**src/rtl/led_link_pkg.sv**
```systemverilog
// Shared definitions for the LED command link.
// Both the host-side serializer and the receiver-side top import this package.
package led_link_pkg;

    localparam int FRAME_W = 8;
    localparam int ADDR_W  = 5;
    localparam int STATE_W = 2;

    typedef enum logic [STATE_W-1:0] {
        LED_OFF  = 2'b00,
        LED_ON   = 2'b01,
        LED_PAT1 = 2'b10,
        LED_PAT2 = 2'b11
    } led_state_e;

    typedef enum logic [2:0] {
        ST_IDLE,
        ST_SETUP,
        ST_HIGH,
        ST_LOW,
        ST_HOLD,
        ST_GAP
    } link_state_e;

    // The frame's MSB is reserved and is always sent as 0.
    function automatic logic [FRAME_W-1:0] build_frame(
        input logic [STATE_W-1:0] led_state,
        input logic [ADDR_W-1:0]  led_addr
    );
        return {1'b0, led_state, led_addr};
    endfunction

endpackage

```
**src/rtl/led_link_tick.sv**
```systemverilog
// Half-period timer for the serial link.
// While restart is high the count is held at zero; otherwise it ticks once every DIV cycles.
module led_link_tick #(
    parameter int DIV = 4
) (
    input  logic clk,
    input  logic rst_n,
    input  logic restart,
    output logic tick
);

    localparam logic [7:0] LAST = 8'(DIV - 1);

    logic [7:0] cnt;

    always_ff @(posedge clk or negedge rst_n) begin
        if (!rst_n) begin
            cnt <= '0;
        end else if (restart || tick) begin
            cnt <= '0;
        end else begin
            cnt <= cnt + 8'd1;
        end
    end

    assign tick = (cnt == LAST);

endmodule

```
**src/rtl/led_cmd_tx.sv**
```systemverilog
// Host-side serializer for the 3-wire LED command link (SCLK, SDATA, SLATCH).
// Accepts one command per handshake and shifts out an 8-bit frame, MSB first.
//
// state    | meaning
// ---------+-------------------------------------------------------------
// ST_IDLE  | ready for a command; illegal addresses pulse CMD_ERR
// ST_SETUP | latch raised, SCLK low, SDATA carries frame[7]
// ST_HIGH  | SCLK high, receiver samples SDATA
// ST_LOW   | SCLK low, SDATA carries the next bit
// ST_HOLD  | SCLK low, latch still high, SDATA holds frame[0]
// ST_GAP   | latch low, SDATA low, inter-frame spacing
module led_cmd_tx
    import led_link_pkg::*;
#(
    parameter int DIV      = 4,
    parameter int NUM_LEDS = 21
) (
    input  logic               CLK,
    input  logic               RST_N,
    input  logic               CMD_VALID,
    output logic               CMD_READY,
    input  logic [ADDR_W-1:0]  CMD_ADDR,
    input  logic [STATE_W-1:0] CMD_STATE,
    output logic               CMD_ERR,
    output logic               SCLK,
    output logic               SDATA,
    output logic               SLATCH,
    output logic               BUSY
);

    localparam logic [ADDR_W:0] ADDR_LIMIT = (ADDR_W + 1)'(NUM_LEDS);

    link_state_e        state;
    logic [FRAME_W-2:0] shreg;
    logic [2:0]         bit_cnt;
    logic [FRAME_W-1:0] frame_in;
    logic               tick;
    logic               handshake;
    logic               addr_ok;

    assign handshake = CMD_VALID && CMD_READY;
    assign addr_ok   = ({1'b0, CMD_ADDR} < ADDR_LIMIT);
    assign frame_in  = build_frame(CMD_STATE, CMD_ADDR);

    // Holding the timer in IDLE makes every phase start from a zero count.
    led_link_tick #(
        .DIV (DIV)
    ) u_tick (
        .clk     (CLK),
        .rst_n   (RST_N),
        .restart (state == ST_IDLE),
        .tick    (tick)
    );

    always_ff @(posedge CLK or negedge RST_N) begin
        if (!RST_N) begin
            state     <= ST_IDLE;
            shreg     <= '0;
            bit_cnt   <= '0;
            CMD_READY <= 1'b0;
            CMD_ERR   <= 1'b0;
            SCLK      <= 1'b0;
            SDATA     <= 1'b0;
            SLATCH    <= 1'b0;
            BUSY      <= 1'b0;
        end else begin
            CMD_ERR <= 1'b0;
            case (state)
                ST_IDLE: begin
                    CMD_READY <= 1'b1;
                    if (handshake) begin
                        bit_cnt <= '0;
                        if (addr_ok) begin
                            state     <= ST_SETUP;
                            shreg     <= frame_in[FRAME_W-2:0];
                            SDATA     <= frame_in[FRAME_W-1];
                            SCLK      <= 1'b0;
                            SLATCH    <= 1'b1;
                            BUSY      <= 1'b1;
                            CMD_READY <= 1'b0;
                        end else begin
                            CMD_ERR <= 1'b1;
                        end
                    end
                end
                ST_SETUP: begin
                    if (tick) begin
                        state <= ST_HIGH;
                        SCLK  <= 1'b1;
                    end
                end
                ST_HIGH: begin
                    if (tick) begin
                        SCLK <= 1'b0;
                        if (bit_cnt == 3'd7) begin
                            state <= ST_HOLD;
                        end else begin
                            state   <= ST_LOW;
                            bit_cnt <= bit_cnt + 3'd1;
                            SDATA   <= shreg[FRAME_W-2];
                            shreg   <= {shreg[FRAME_W-3:0], 1'b0};
                        end
                    end
                end
                ST_LOW: begin
                    if (tick) begin
                        state <= ST_HIGH;
                        SCLK  <= 1'b1;
                    end
                end
                ST_HOLD: begin
                    if (tick) begin
                        state  <= ST_GAP;
                        SLATCH <= 1'b0;
                        SDATA  <= 1'b0;
                    end
                end
                ST_GAP: begin
                    if (tick) begin
                        state     <= ST_IDLE;
                        BUSY      <= 1'b0;
                        CMD_READY <= 1'b1;
                    end
                end
                default: begin
                    state <= ST_IDLE;
                end
            endcase
        end
    end

endmodule

```
**config.mk**
```make
export PLATFORM = sky130hd
export DESIGN_NAME = led_cmd_tx
export DESIGN_NICKNAME = d
export VERILOG_FILES = /design/src/rtl/led_link_pkg.sv /design/src/rtl/led_link_tick.sv /design/src/rtl/led_cmd_tx.sv
export SDC_FILE = /design/constraint.sdc
export NUM_CORES = 1
export LEC_CHECK = 0
export CAP_MARGIN = 10
export CORE_MARGIN = 5
export CORE_UTILIZATION = 49
export CTS_BUF_LIST = sky130_fd_sc_hd__clkbuf_16
export DETAILED_ROUTE_END_ITERATION = 12
export PLACE_DENSITY = 0.77
export RECOVER_POWER = 25
export SYNTH_ARGS = -nofsm -noshare
export SYNTH_HDL_FRONTEND = slang
export SYNTH_SLANG_ARGS = --single-unit
```
**constraint.sdc**
```tcl
create_clock -name CLK -period 1.94 [get_ports CLK]
set_clock_uncertainty 0.1 [all_clocks]
set_input_delay 0.291 -clock CLK [delete_from_list [all_inputs] [get_ports CLK]]
set_output_delay 0.291 -clock CLK [all_outputs]
set_load 0.05 [all_outputs]
```
==> impl_metrics.env <==
export IMPL_routed_wl_mm=3.21
export IMPL_syn_num_nets=147
export IMPL_worstPathMaxFanout=7
export IMPL_clock_latency_ns=0.26
export IMPL_synth_most_common_cell="dfrtp_1"
export IMPL_async_flop_share=1.00
export IMPL_yosysTopAreaCell="dfrtp_1"
export IMPL_synth_edf_count=0
export IMPL_io_pins=16
export IMPL_clk_pin_slew_ns=0.06
export IMPL_max_slew_worst_pin_slew_ns=0.672
export IMPL_final_core_util=0.674
export IMPL_drv_slew=0
export IMPL_synth_flop_cell="dfrtp_1"
export IMPL_io_buffers=15
export IMPL_synth_avg_cell_area_sq_um=10.5
export IMPL_ys_top_cells_by_count="dfrtp_1, nand3_1, mux2_2, nand2_1, nor2_1"
export IMPL_syn_to_final_growth_pct=32.2
export IMPL_grt_pass1_wl_mm=5.57
export IMPL_startpoint_type="register"
export IMPL_relSlewSlack=0.552
export IMPL_synth_cell_types=35
export IMPL_cap_viol_max_count=0
export IMPL_overflow=0
export IMPL_rsz0062_at_grt="yes"
export IMPL_hold_viol=0
export IMPL_layout_cells_non_filler=203
export IMPL_die_y_um=63.6
export IMPL_post_drt_wl_per_cell_um=15.8
export IMPL_ant_nets=0
export IMPL_finalSetupTns_ns=0
export IMPL_fmax_ghz=0.517
export IMPL_drt_pass1_iter_count=4
export IMPL_yosysSeqAreaShare=0.480
export IMPL_cts_root_buf="clkbuf_16"
export IMPL_cp_end_kind="register"
export IMPL_start_util=0.510
export IMPL_grt_max_degree=28
export IMPL_cts_buffers=3
export IMPL_die_area_sq_um=4040
export IMPL_status="complete, no violations"
export IMPL_die_w_um=63.6
export IMPL_synth_area_leaders="dfrtp_1, mux2_2, nand3_1, a21o_1, xor2_1"
export IMPL_rows=19
export IMPL_peakVddDrop_v=0.00121
export IMPL_cts_tree="yes"
export IMPL_yosysTopAreaCellShare=0.480
export IMPL_ctsHtreeMaxLevel=1
export IMPL_cp_data_required_time_ns=1.99
export IMPL_period_share=0.997
export IMPL_synth_area_sq_um=1410
export IMPL_place_ws_ns=-0.180
export IMPL_power_density_nw_per_um2=1580
export IMPL_drc=0
export IMPL_synthCells=134
export IMPL_regArea_sq_um=676
export IMPL_yosys_warnings=0
export IMPL_core_area_sq_um=2760
export IMPL_p_leak_nw=0.865
export IMPL_vias=1188
export IMPL_grt_pass1_vias=1272
export IMPL_grt_usage=0.172
export IMPL_drive_gt1_frac=0.302
export IMPL_multiInputGateArea_sq_um=724
export IMPL_vias_per_cell=5.85
export IMPL_critPathKind="register to register"
export IMPL_cts_sinks=27
export IMPL_finalCriticalPeriod_ns=1.93
export IMPL_place_inst=198
export IMPL_nNetsFinal=186
export IMPL_cts_buffer_depth=2
export IMPL_hp_class="register to register"
export IMPL_antenna_found_initial=0
export IMPL_synth_seq_cells=27
export IMPL_cp_data_arrival_time_ns=1.98
export IMPL_drt_iter0_markers=59
export IMPL_fin_ws_ns=0.00550
export IMPL_timing_hold_ws_ns=0.377
export IMPL_dp_hpwl_mm=2.38
export IMPL_gp_congestion=0.869
export IMPL_setup_viol=0
export IMPL_fill_cells=223
export IMPL_n_antenna_cell=0
==> metal layers <==
metal | GRT usage | vias up | share of wire | wire length [um]
li1 | - | 563 | - | -
met1 | 0.202 | 577 | 0.42 | 1340
met2 | 0.293 | 40 | 0.51 | 1640
met3 | 0.0515 | 8 | 0.058 | 185
met4 | 0.0623 | 0 | 0.015 | 47
met5 | 0 | - | 0 | 0
==> stage by stage <==
step / cell area, sq um / total power [mW]
6_report: 1860 / 2.94
5_1_grt: 1860 / 3.16
4_1_cts: 1850 / 2.92
3_5_place_dp: 1740 / 2.42
3_3_place_gp: 1740 / 2.34
2_1_floorplan: 1410 / 1.89
==> state kept, by name, indices dropped and copies added, names as in the netlist <==
register / flops
u_tick.cnt: 8
shreg: 7
SLATCH: 1
CMD_READY: 1
SCLK: 1
BUSY: 1
state: 3
bit_cnt: 3
CMD_ERR: 1
SDATA: 1
==> worst max-delay path, stage by stage, from the launching register on <==
cell and delay [ns]:
dfrtp_1 0.39, or4_4 0.57, nor4_4 0.27, a31oi_4 0.19, mux2_2 0.31
==> cells by family after synthesis <==
logic type,share of synthesized area
muxes,0.0961
and+or+nand+nor,0.200
xor gates and xnor gates,0.0374
buffers and inverters,0.0249
AOI/OAI and AO/OA,0.134
DFF,0.480
adders and majority gates,0.0267
==> cells in the final DEF (no fill, tap or decap), types with 2 or more instances in the layout <==
master,Yosys,routed
nand2_1,10,9
nand4_1,3,3
clkbuf_16,0,3
mux2_2,12,12
inv_1,4,5
o21ai_0,3,2
nand2b_1,2,2
nor3_1,3,3
nand3_1,13,13
a21o_1,6,6
clkdlybuf4s50_1,0,12
nor2_1,10,10
ha_1,3,2
a21oi_1,2,2
and3_1,5,5
buf_4,0,24
xor2_1,5,5
dfrtp_1,27,27
or4_4,0,2
a31oi_1,3,3
==> worst paths after layout <==
check                                         from                      end  slack, ns  depth (start not counted)
setup / recovery           u_tick.cnt[4]$_DFF_PN0_     shreg[2]$_DFFE_PN0P_      0.006                          4
hold / removal                    BUSY$_DFFE_PN0P_         BUSY$_DFFE_PN0P_       0.38                          1
setup reg to reg           u_tick.cnt[4]$_DFF_PN0_     shreg[2]$_DFFE_PN0P_      0.006                          4
hold reg to reg                   BUSY$_DFFE_PN0P_         BUSY$_DFFE_PN0P_       0.38                          1
max in group asynchronous                    RST_N  u_tick.cnt[3]$_DFF_PN0_       0.81                          2
min in group asynchronous                    RST_N     shreg[4]$_DFFE_PN0P_       0.50                          2
==> power breakdown <==
group | internal (mW) | switching (mW) | leakage [nW]
sequential | 0.780 | 0.198 | 0.330
clock | 0.275 | 0.174 | 0.0423
combinational | 0.711 | 0.803 | 0.493
total | 1.77 | 1.18 | 0.865
==> final cells by class <==
cell class	instances	area share
multi-input cells	98	0.390
flip-flops and latches	27	0.363
repair buffers	39	0.176
clock buffers	3	0.0404
well taps	31	0.0209
inverters	4	0.00808
clock inverters	1	0.00202
==> timing repair <==
item                       in CTS  in global routing
pin swaps                       4                  3
setup endpoints to repair      14                  9
gates resized for setup         5                  4
setup buffers                   1                  0
hold buffers                    0                  0
No activity file was read; power rests on OpenSTA's default activity.
